--- src/rtl/fetch_unit_if.sv ---
// Bus bundle between the fetch stage, instruction memory and decode.
// master is the fetch unit; slave is the memory/decode/control side.
interface fetch_unit_if #(
    parameter int ADDR_W  = 6,
    parameter int INSTR_W = 32
);
    logic [ADDR_W-1:0]  imem_addr;
    logic [INSTR_W-1:0] imem_instr;
    logic               redirect;
    logic [ADDR_W-1:0]  redirect_pc;
    logic               halt;
    logic               id_valid;
    logic               id_ready;
    logic [INSTR_W-1:0] id_instr;
    logic [ADDR_W-1:0]  id_pc;
    logic [ADDR_W-1:0]  id_pc_plus1;
    logic               halted;
    logic [15:0]        fetch_count;

    modport master (
        output imem_addr, id_valid, id_instr, id_pc, id_pc_plus1, halted, fetch_count,
        input  imem_instr, redirect, redirect_pc, halt, id_ready
    );

    modport slave (
        input  imem_addr, id_valid, id_instr, id_pc, id_pc_plus1, halted, fetch_count,
        output imem_instr, redirect, redirect_pc, halt, id_ready
    );
endinterface

--- src/rtl/fetch_unit.sv ---
// Instruction fetch stage: owns the PC, fills a one-entry IF/ID slot from a
// combinational instruction memory, handles redirect/flush, halt and a delivery counter.
module fetch_unit #(
    parameter int                ADDR_W   = 6,
    parameter int                INSTR_W  = 32,
    parameter logic [ADDR_W-1:0] RESET_PC = '0
) (
    input  logic          clk,
    input  logic          rst_n,
    fetch_unit_if.master  bus
);

    typedef enum logic {
        RUN    = 1'b0,
        HALTED = 1'b1
    } state_t;

    state_t             state, state_next;
    logic [ADDR_W-1:0]  pc, pc_next;
    logic [ADDR_W-1:0]  slot_pc, slot_pc_next;
    logic [INSTR_W-1:0] slot_instr, slot_instr_next;
    logic               slot_valid, slot_valid_next;
    logic [15:0]        count;
    logic               fire;
    logic               can_load;

    assign fire     = slot_valid & bus.id_ready;
    assign can_load = (state == RUN) & (~slot_valid | bus.id_ready);

    always_ff @(posedge clk or negedge rst_n) begin
        if (!rst_n) begin
            state      <= RUN;
            pc         <= RESET_PC;
            slot_pc    <= '0;
            slot_instr <= '0;
            slot_valid <= 1'b0;
        end else begin
            state      <= state_next;
            pc         <= pc_next;
            slot_pc    <= slot_pc_next;
            slot_instr <= slot_instr_next;
            slot_valid <= slot_valid_next;
        end
    end

    // Redirect beats halt beats a normal load; anything else is a stall or a drain.
    always_comb begin
        state_next      = state;
        pc_next         = pc;
        slot_pc_next    = slot_pc;
        slot_instr_next = slot_instr;
        slot_valid_next = slot_valid;

        if (bus.redirect) begin
            pc_next         = bus.redirect_pc;
            slot_valid_next = 1'b0;
            state_next      = RUN;
        end else if (state == RUN && bus.halt) begin
            state_next = HALTED;
            if (fire) begin
                slot_valid_next = 1'b0;
            end
        end else if (can_load) begin
            slot_instr_next = bus.imem_instr;
            slot_pc_next    = pc;
            slot_valid_next = 1'b1;
            pc_next         = pc + ADDR_W'(1);
        end else if (fire) begin
            slot_valid_next = 1'b0;
        end
    end

    // Counts every handshake, a flushed one included, and sticks at all-ones.
    always_ff @(posedge clk or negedge rst_n) begin
        if (!rst_n) begin
            count <= '0;
        end else if (fire && count != 16'hFFFF) begin
            count <= count + 16'd1;
        end
    end

    assign bus.imem_addr   = pc;
    assign bus.id_valid    = slot_valid;
    assign bus.id_instr    = slot_instr;
    assign bus.id_pc       = slot_pc;
    assign bus.id_pc_plus1 = slot_pc + ADDR_W'(1);
    assign bus.halted      = (state == HALTED);
    assign bus.fetch_count = count;

endmodule

--- src/flat_wrapper.sv ---
// flat-port wrapper written by rule: the top's interface ports become plain ports
module fetch_unit_flat 
#(
    parameter int                ADDR_W   = 6,
    parameter int                INSTR_W  = 32,
    parameter logic [ADDR_W-1:0] RESET_PC = '0
)
  (clk, rst_n, bus_imem_addr, bus_id_valid, bus_id_instr, bus_id_pc, bus_id_pc_plus1, bus_halted, bus_fetch_count, bus_imem_instr, bus_redirect, bus_redirect_pc, bus_halt, bus_id_ready);
  fetch_unit_if #(.ADDR_W(ADDR_W), .INSTR_W(INSTR_W)) bus_i ();
  input  logic clk;
  input  logic rst_n;
  output wire logic [$bits(bus_i.imem_addr)-1:0] bus_imem_addr;
  output wire logic [$bits(bus_i.id_valid)-1:0] bus_id_valid;
  output wire logic [$bits(bus_i.id_instr)-1:0] bus_id_instr;
  output wire logic [$bits(bus_i.id_pc)-1:0] bus_id_pc;
  output wire logic [$bits(bus_i.id_pc_plus1)-1:0] bus_id_pc_plus1;
  output wire logic [$bits(bus_i.halted)-1:0] bus_halted;
  output wire logic [$bits(bus_i.fetch_count)-1:0] bus_fetch_count;
  input wire logic [$bits(bus_i.imem_instr)-1:0] bus_imem_instr;
  input wire logic [$bits(bus_i.redirect)-1:0] bus_redirect;
  input wire logic [$bits(bus_i.redirect_pc)-1:0] bus_redirect_pc;
  input wire logic [$bits(bus_i.halt)-1:0] bus_halt;
  input wire logic [$bits(bus_i.id_ready)-1:0] bus_id_ready;
  assign bus_imem_addr = bus_i.imem_addr;
  assign bus_id_valid = bus_i.id_valid;
  assign bus_id_instr = bus_i.id_instr;
  assign bus_id_pc = bus_i.id_pc;
  assign bus_id_pc_plus1 = bus_i.id_pc_plus1;
  assign bus_halted = bus_i.halted;
  assign bus_fetch_count = bus_i.fetch_count;
  assign bus_i.imem_instr = bus_imem_instr;
  assign bus_i.redirect = bus_redirect;
  assign bus_i.redirect_pc = bus_redirect_pc;
  assign bus_i.halt = bus_halt;
  assign bus_i.id_ready = bus_id_ready;
  fetch_unit #(.ADDR_W(ADDR_W), .INSTR_W(INSTR_W), .RESET_PC(RESET_PC)) u_core (.clk(clk), .rst_n(rst_n), .bus(bus_i));
endmodule
--- config.mk ---
export PLATFORM = sky130hd
export DESIGN_NAME = fetch_unit_flat
export DESIGN_NICKNAME = d
export VERILOG_FILES = /design/src/rtl/fetch_unit_if.sv /design/src/rtl/fetch_unit.sv /design/src/flat_wrapper.sv
export SDC_FILE = /design/constraint.sdc
export NUM_CORES = 1
export LEC_CHECK = 0
export ABC_AREA = 0
export BUFFER_PORTS_ARGS = -buffer_cell sky130_fd_sc_hd__buf_2
export CORE_MARGIN = 1.5
export CORE_UTILIZATION = 48
export DETAILED_ROUTE_END_ITERATION = 8
export GPL_TIMING_DRIVEN = 0
export PLACE_DENSITY = 0.89
export SYNTH_ARGS = -nofsm -noshare
export SYNTH_HDL_FRONTEND = slang
export SYNTH_SLANG_ARGS = --single-unit
--- constraint.sdc ---
create_clock -name clk -period 1.9 [get_ports clk]
set_input_delay 0.19 -clock clk [delete_from_list [all_inputs] [get_ports clk]]
set_output_delay 0.19 -clock clk [all_outputs]
set_load 0.1 [all_outputs]
==> results of run 1 <==
## cells in the mapped netlist, types with 3 or more instances
| cell | n |
|---|---|
| ha_1 | 3 |
| xor2_1 | 11 |
| and4_1 | 3 |
| and2_1 | 3 |
| a31oi_1 | 3 |
| mux2_2 | 40 |
| xnor2_1 | 5 |
| nand2_1 | 17 |
| nand3_1 | 10 |
| o21ai_0 | 8 |
| nor2_1 | 5 |
| nand4_1 | 3 |
| dfrtp_1 | 62 |
| a21oi_1 | 3 |
## state kept, by name (all words and copies together), names as in the netlist
register and flops:
u_core.bus.halted 1, u_core.bus.id_pc 6, u_core.bus.imem_addr 6, u_core.bus.fetch_count 16, u_core.bus.id_valid 1, u_core.bus.id_instr 32
## path summary, 6_finish.rpt
path,from,end,slack [ns],depth (start not counted)
max,u_core.bus.fetch_count[0],u_core.bus.fetch_count[1],0.1,4
min,bus_redirect_pc[0],u_core.bus.imem_addr[0],0.07,3
max reg2reg,u_core.bus.fetch_count[0],u_core.bus.fetch_count[1],0.1,4
min reg2reg,u_core.bus.id_instr[18],u_core.bus.id_instr[18],0.50,1
max in group asynchronous,rst_n,u_core.bus.id_pc[1],0.84,2
min in group asynchronous,rst_n,u_core.bus.fetch_count[5],0.48,2
## per-stage QoR
step	std cells	utilization	setup TNS [ns]	setup WS, ns	cell area [sq um]
floorplan	207	-	-0.05659	-0.05659	2875
global placement	389	0.6385	0	0.08984	3516
finish	406	0.6878	0	0.09899	3787
CTS	405	0.6808	0	0.005831	3749
detailed placement	389	0.6385	0	0.07684	3516
global route	406	0.6878	0	0.02124	3787
## where the power goes
group	total, uW	leakage [uW]	internal, uW	switching (uW)
combinational	3070	0.000919	547	2520
sequential	1820	0.000732	1590	223
clock	1280	0.000102	775	510
total	6170	0.00175	2920	3250
## final cells by class
| cell class | count | area, sq um | share of cell area |
|---|---|---|---|
| Buffer | 6 | 67.56 | 0.01784 |
| Inverter | 1 | 3.754 | 0.0009911 |
| Multi-Input combinational cell | 138 | 1222 | 0.3228 |
| Sequential cell | 62 | 1598 | 0.4219 |
| Clock buffer | 11 | 141.4 | 0.03733 |
| Timing Repair Buffer | 111 | 581.8 | 0.1536 |
| Tap cell | 72 | 90.09 | 0.02379 |
| Clock inverter | 5 | 82.58 | 0.02180 |
## worst max-delay path, stage by stage (launching register included)
cell and delay, ns:
dfrtp_4 0.50, ha_1 0.25, and4_1 0.27, a41oi_4 0.31, mux2_2 0.37
## routing by layer
metal / global-route usage / part of all wire / wire [microns] / vias up
met3: 0.06628 / 0.071 / 412 / 11
met4: 0.08750 / 0.014 / 83 / 0
met2: 0.3207 / 0.50 / 2911 / 77
met5: 0 / 0 / 0 / -
li1: - / - / - / 984
met1: 0.2305 / 0.41 / 2394 / 1029
## cells by family (layout without fill, tap and decap cells)
logic type | after synthesis | after routing | share of synthesized area
buf+inv | 7 | 134 | 0.02597
fa+ha+maj | 3 | 3 | 0.01367
simple gates | 57 | 57 | 0.1226
xor+xnor | 16 | 16 | 0.05102
mux | 42 | 42 | 0.1731
compound gates | 20 | 20 | 0.04875
flops | 62 | 62 | 0.5649
## timing repair
action | CTS | global route
setup endpoints to repair | 2 | 4
resized for setup | 3 | 5
hold buffers | 0 | 1
hold endpoints to repair | 0 | 60
==> results.md, run 1 <==
* Post-CTS Setup Inserts at 0
* Asr flop ratio synth at 1.000
* Detailed Place HPWL at 4236 microns
* Area delta synth->final at 37.90%
* Synthesized Nets at 253
* Actual slew at the worst max-slew pin at 0.7613 ns
* Yosys warning count at 0
* Post-DR wirelength/cell at 14.29 microns
* Final period util at 0.9479
* Largest cells by area after synthesis: dfrtp_1 (56%), mux2_2 (16%), xor2_1 (3.5%)
* Post-synth top area cell: dfrtp_1
* CP Launch Type: flop
* Synthesized area per cell at 13.27 sq um
* Largest net degree at the start of global routing at 63
* Share of the synthesized area in the top cell type at 0.5649
* First-pass GRT wire length at 9280 microns
* Number of global-route vias before repair at 2063
* Die area at 0.006184 sq mm
* RSZ-0062 raised after global routing: false
* Core outline area at 0.005507 sq mm
* Synth cell types at 40
* Worst rel slew slack at 0.4925
* Setup Skew at 0.009341 ns
* Filler instances at 426
* Crit path kind: flop to flop
* Status: completed
* Endpoint class of the critical path: flop
* Drt total wl at 5802 microns
* Worst min path class: input pin to flop
* Post-route ant nets at 0
* Max Freq at 555.2 MHz
* Row count at 27
* Fraction of layout cells with a size suffix above 1 at 0.6317
* Nets at 375
* Remaining global-route overflow at 0
* Worst-path clk slew at 0.07 ns
* Final min period at 1.801 ns
* Total of max-cap violations at 0
* Width of the die at 78.64 microns
* Vias/cell at 5.175
* DRT iter0 DRCs at 90
* CTS tree: yes
* Total clock sinks at 62
* Initial antenna violation count at 0
* Final GP Congestion at 0.7745
* Number of top-level pins at 111
* Critical Path RT at 2.12 ns
* Starting Density at 0.4988
* Most frequent cells in the layout: buf_2 (107), mux2_2 (40), dfrtp_1 (39)
* Fin. max-slew vios at 0
* Final setup fails at 0
* Max FO, Critical Path at 6
* Gr usage total at 0.1949
* Total CTS buffers at 9
* Most common cell after layout, fill and taps aside: buf_2
* VDD IR max at 1.552 mV
* EDFF count, synth at 0
* CTS max path bufs at 2
* Synth Flop Type: dfrtp_1
* Hold Vio Cnt, Final at 0
* Clk_lat worst skew at 0.33 ns
* Register area share after synthesis at 0.5649
* Seq cells post-synth at 62
* Diode count at 0
* DR vias at 2101
* Detailed Routing Iterations Pass 1 at 4
* Overall power at 6171 uW
* PortBufs at 110
* Post-synthesis instance total at 207
* Post-synthesis cell area at 0.002746 sq mm
* Final hold slack at 0.07489 ns
* H-tree Lvls at 3
* Power density cells at 1629 mW/mm^2
* Die height at 78.64 microns
* Drt drc at 0
* Data arrival, critical path at 2.02 ns
* P_leak at 0.001752 uW
* Root buffer cell: clkbuf_8
(Power assumes the default switching activity.)
==> run 2, diff against run 1 <==
- HOLD_SLACK_MARGIN: not set -> 0.15
==> results.md, run 2 (synthesis gave the netlist of run 1 again) <==
* Status: completed
* Endpoint class of the critical path: flop
* Fin area at 0.004180 sq mm (+10%)
* Power density cells at 1498 mW/mm^2 (-8.1%)
* Initial antenna violation count at 0 (unchanged)
* Clk_lat worst skew at 0.33 ns (about the same)
* RSZ-0062 raised after global routing: false
* DRT iter0 DRCs at 110 (+22%)
* DR vias at 2312 (+10%)
* Diode count at 0 (unchanged)
* CP Launch Type: input pin
* Worst reg-to-reg path cell count at 6 (+2)
* Most common cell after layout, fill and taps aside: buf_2
* Fraction of layout cells with a size suffix above 1 at 0.5684 (-0.06337)
* Final min period at 1.810 ns (+0.008572 ns)
* Total CTS buffers at 9 (unchanged)
* Hold Path Depth at 2 (-1)
* Actual slew at the worst max-slew pin at 0.7814 ns (+0.02012 ns)
* Nets at 414 (+10%)
* Dpl ws at 0.07684 ns (unchanged)
* Post-DR wirelength/cell at 15.29 microns (+7.0%)
* Area delta synth->final at 52.21%
* CTS max path bufs at 2 (unchanged)
* Fin. max-slew vios at 0 (unchanged)
* PortBufs at 110 (unchanged)
* Remaining global-route overflow at 0 (unchanged)
* Starting Density at 0.4988 (unchanged)
* Final GP Congestion at 0.7745 (unchanged)
* Width of the die at 78.64 microns (unchanged)
* Worst-path clk slew at 0.07 ns (about the same)
* CTS tree: yes
* Row count at 27 (unchanged)
* Final core occ at 0.7591 (+0.07135)
* Die height at 78.64 microns (unchanged)
* Number of top-level pins at 111 (unchanged)
* Gr usage total at 0.2307 (+0.03579)
* Data arrival, critical path at 2.02 ns (about the same)
* Total clock sinks at 62 (unchanged)
* Post-route ant nets at 0 (unchanged)
* Setup Skew at 0.01037 ns (+0.001028 ns)
* Worst min path class: input pin to flop
* P_leak at 0.001915 uW (+9.3%)
* Drt drc at 0 (unchanged)
* Die area at 0.006184 sq mm (unchanged)
* Max Freq at 552.6 MHz (-0.47%)
* Crit path kind: input pin to flop
* Core outline area at 0.005507 sq mm (unchanged)
* Setup TNS at 0 ns (unchanged)
* Area after DPL at 0.003516 sq mm (unchanged)
* H-tree Lvls at 3 (unchanged)
* Worst rel slew slack at 0.4790 (-0.01341)
* Root buffer cell: clkbuf_8
* Final period util at 0.9524 (+0.004512)
* First-pass GRT wire length at 10840 microns (+17%)
* Worst setup margin at 0.09042 ns (-0.008572 ns)
* Largest register FFs at 32 (unchanged)
* Total of max-cap violations at 0 (unchanged)
* Max FO, Critical Path at 10 (+4)
* Drt total wl at 6804 microns (+17%)
* Hold Vio Cnt, Final at 0 (unchanged)
* Detailed Routing Iterations Pass 1 at 5 (+1)
* Detailed Place HPWL at 4236 microns (unchanged)
* Post-CTS Setup Inserts at 0 (unchanged)
* Most frequent cells in the layout: buf_2 (107), mux2_2 (40), dlygate4sd3_1 (40)
* Largest net degree at the start of global routing at 63 (unchanged)
* Final setup fails at 0 (unchanged)
* Critical Path RT at 2.11 ns (about the same)
* Vias/cell at 5.196 (+0.40%)
* VDD IR max at 1.626 mV (+4.7%)
* Number of global-route vias before repair at 2339 (+13%)
-- run 2: report_power, final --
part           switching, uW  internal, uW
clock                    514           775
sequential               233          1590
combinational           2540           599
total                   3290          2970
-- run 2: repair_timing --
item,4_1_cts,5_1_grt
endpoints found under the hold margin,39,62
setup endpoints to repair,2,24
hold buffers,39,1
gates resized for setup,3,6
pin swaps,0,0
-- run 2: worst paths after layout --
check / start / end / slack [ns]
min in group asynchronous: rst_n / u_core.bus.fetch_count[13] / 0.47
min reg2reg: u_core.bus.id_instr[20] / u_core.bus.id_instr[20] / 0.50
max: bus_halt / u_core.bus.id_instr[14] / 0.09
max reg2reg: u_core.bus.id_valid / u_core.bus.id_instr[14] / 0.10
min: bus_redirect / u_core.bus.imem_addr[1] / 0.17
max in group asynchronous: rst_n / u_core.bus.id_pc[2] / 0.80
-- run 2: critical path, stage by stage --
cell           delay, ns
dlygate4sd3_1       0.53
buf_2               0.13
nor2_2              0.22
nand2_2             0.14
nor2_4              0.13
buf_6               0.18
buf_12              0.15
mux2_2              0.34
-- run 2: stage by stage --
stage | hold slack (ns) | std cells | total power (uW)
final | 0.1680 | 445 | 6261
after global routing | 0.1524 | 445 | 6490
after CTS | 0.1556 | 444 | 6242
after detailed placement | 0.4104 | 389 | 4883
after global placement | 0.3973 | 389 | 4829
after floorplan | -0.1056 | 207 | 4399
-- run 2: cell type report --
class	instances	area, sq um
Buffer	6	67.56
Clock buffer	11	141.4
Clock inverter	5	82.58
Fill cell	364	1326
Inverter	1	3.754
Multi-Input combinational cell	138	1225
Sequential cell	62	1598
Tap cell	72	90.09
Timing Repair Buffer	150	972.2
-- run 2: routing by layer --
layer,share of wire,vias up,GRT usage,wire (microns)
met5,0,-,0,0
li1,-,1063,-,-
met1,0.40,1138,0.2634,2715
met2,0.52,95,0.4052,3547
met3,0.060,16,0.06512,405
met4,0.020,0,0.09286,136
==> run 3, diff against run 2 <==
- SETUP_SLACK_MARGIN: not set -> 0.4
==> results.md, run 3 (synthesis gave the netlist of run 1 again) <==
* Detailed Routing Iterations Pass 1 at 7 (+2)
* Final GP Congestion at 0.7875 (+1.7%)
* Endpoint class of the critical path: output port
* Worst path top cell family by delay: flip-flops
* Root buffer cell: clkbuf_8
* CP Launch Type: flop
* Die height at 78.64 microns (unchanged)
* Flop pwr share at 0.272 (-0.020)
* Critical path buffers and inverters at 1 (-3)
* Worst setup margin at 0.2288 ns (+0.1384 ns)
* Total CTS buffers at 9 (unchanged)
* Detailed Place HPWL at 4473 microns (+5.6%)
* Drt total wl at 11220 microns (+65%)
* Initial antenna violation count at 0 (unchanged)
* Final period util at 0.8796 (-0.07283)
* Largest register FFs at 32 (unchanged)
* Drt drc at 0 (unchanged)
* Worst rel slew slack at 0.4681 (-0.01093)
* Power share of the combinational group at 0.554 (+0.052)
* Filler instances at 175 (-52%)
* H-tree Lvls at 3 (unchanged)
* P_leak at 0.002351 uW (+23%)
* Pint at 3403 uW (+15%)
* Core outline area at 0.005507 sq mm (unchanged)
* Fin. max-slew vios at 0 (unchanged)
* Clock network fraction of design power at 0.174 (-0.032)
* Max FO, Critical Path at 4 (-6)
* Gr usage total at 0.3124 (+0.08169)
* Area after DPL at 0.003864 sq mm (+9.9%)
* Setup TNS at 0 ns (unchanged)
* Critical Path RT at 1.71 ns (-0.40 ns)
* Final setup fails at 0 (unchanged)
* Largest net degree at the start of global routing at 63 (unchanged)
* Row count at 27 (unchanged)
* First-pass GRT wire length at 14420 microns (+33%)
* Post-route ant nets at 0 (unchanged)
* Most common cell after layout, fill and taps aside: buf_2
* Sw Share at 0.5197 (-0.006228)
* PortBufs at 110 (unchanged)
* Crit-path slowest cell: dfrtp_4
* Crit path kind: flop to output port
* Nets at 454 (+9.7%)
* Number of global-route vias before repair at 2790 (+19%)
* Remaining global-route overflow at 0 (unchanged)
* CTS max path bufs at 2 (unchanged)
* Actual slew at the worst max-slew pin at 0.7978 ns (+0.01639 ns)
* Routed met1 length at 4071 microns (+50%)
* Top Layer Used: met4
* DR vias at 2789 (+21%)
* RSZ-0062 raised after global routing: true
* Setup Skew at 0.009724 ns (-0.0006454 ns)
* Hold Vio Cnt, Final at 0 (unchanged)
* DRT iter0 DRCs at 249 (+130%)
* Register Area at 0.001655 sq mm (+3.6%)
* Total of max-cap violations at 0 (unchanged)
* Met3 routed WL at 752 microns (+86%)
* Data arrival, critical path at 1.48 ns (-0.54 ns)
* Cell Chain, Critical Path: ha_4 > nand3_4 > xnor2_4 > buf_12
* Number of top-level pins at 111 (unchanged)
* VDD IR max at 0.9109 mV (-44%)
* Final min period at 1.671 ns (-0.1384 ns)
* R2r setup slk at 0.25 ns (+0.15 ns)
* Power density cells at 1389 mW/mm^2 (-7.2%)
* Fraction of layout cells with a size suffix above 1 at 0.6707 (+0.1023)
* Met2 WL at 5939 microns (+67%)
* Worst-path clk slew at 0.08 ns (about the same)
* Worst min path class: input pin to flop
* Switching pwr at 3682 uW (+12%)
* Post-DR wirelength/cell at 23.13 microns (+51%)
* Fin area at 0.005099 sq mm (+22%)
* Diode count at 0 (unchanged)
* Dpl ws at 0.2329 ns (+0.1561 ns)
* Max Freq at 598.4 MHz (+8.3%)
* Width of the die at 78.64 microns (unchanged)
* Vias/cell at 5.751 (+11%)
* Starting Density at 0.4988 (unchanged)
* Clk_lat worst skew at 0.34 ns (about the same)
* Status: completed
* Area of the multi-input gates at 0.001524 sq mm (+24%)
* Total clock sinks at 62 (unchanged)
* CTS tree: yes
* Die area at 0.006184 sq mm (unchanged)
* Worst stage delay on the critical path at 0.53 ns (about the same)
* Area delta synth->final at 85.65%
* Most frequent cells in the layout: buf_2 (97), mux2_4 (39), dlygate4sd3_1 (39)
run 3: final timing paths:
check                                           from                          to  cells past startpoint
setup / recovery                 u_core.bus.id_pc[0]          bus_id_pc_plus1[4]                      4
hold / removal                          bus_redirect     u_core.bus.imem_addr[3]                      2
setup reg to reg           u_core.bus.fetch_count[6]  u_core.bus.fetch_count[15]                      4
hold reg to reg              u_core.bus.id_instr[28]     u_core.bus.id_instr[28]                      1
max in group asynchronous                      rst_n     u_core.bus.imem_addr[1]                      2
min in group asynchronous                      rst_n      u_core.bus.id_instr[0]                      2
run 3: routing by layer:
metal / global-route usage / vias to the layer above
met5: 0 / -
met4: 0.1411 / 0
met3: 0.07209 / 59
met2: 0.5879 / 202
met1: 0.3257 / 1393
li1: - / 1135
run 3: what timing repair did:
item,in CTS,in global routing
setup endpoints to repair,46,64
hold buffers,38,1
resized for setup,35,20
hold endpoints to repair,38,62
gates cloned,3,0
pin swaps,10,14
setup buffers,27,11
run 3: through the flow:
stage | util | power [uW] | hold WS [ns] | cells
2_1_floorplan | - | 4655 | -0.1056 | 207
3_5_place_dp | 0.7017 | 5128 | 0.3973 | 389
5_1_grt | 0.9259 | 7239 | 0.1403 | 485
6_report | 0.9259 | 7085 | 0.1434 | 485
3_3_place_gp | 0.7017 | 5079 | 0.3994 | 389
4_1_cts | 0.8903 | 6741 | 0.1522 | 473
run 3: cell type report:
type,count,area share
Sequential cell,62,0.3247
Timing Repair Buffer,190,0.3001
Multi-Input combinational cell,138,0.2989
Clock buffer,12,0.03043
Buffer,6,0.01865
Tap cell,72,0.01767
Clock inverter,4,0.008834
Inverter,1,0.0007362
run 3: power groups by stage:
stage	Clock [uW]	Combinational, uW	Sequential (uW)
finish	1230	3920	1930
global route	1300	4000	1940
CTS	1190	3690	1870
detailed placement	0	3210	1920
global placement	0	3180	1900
floorplan	0	988	3670
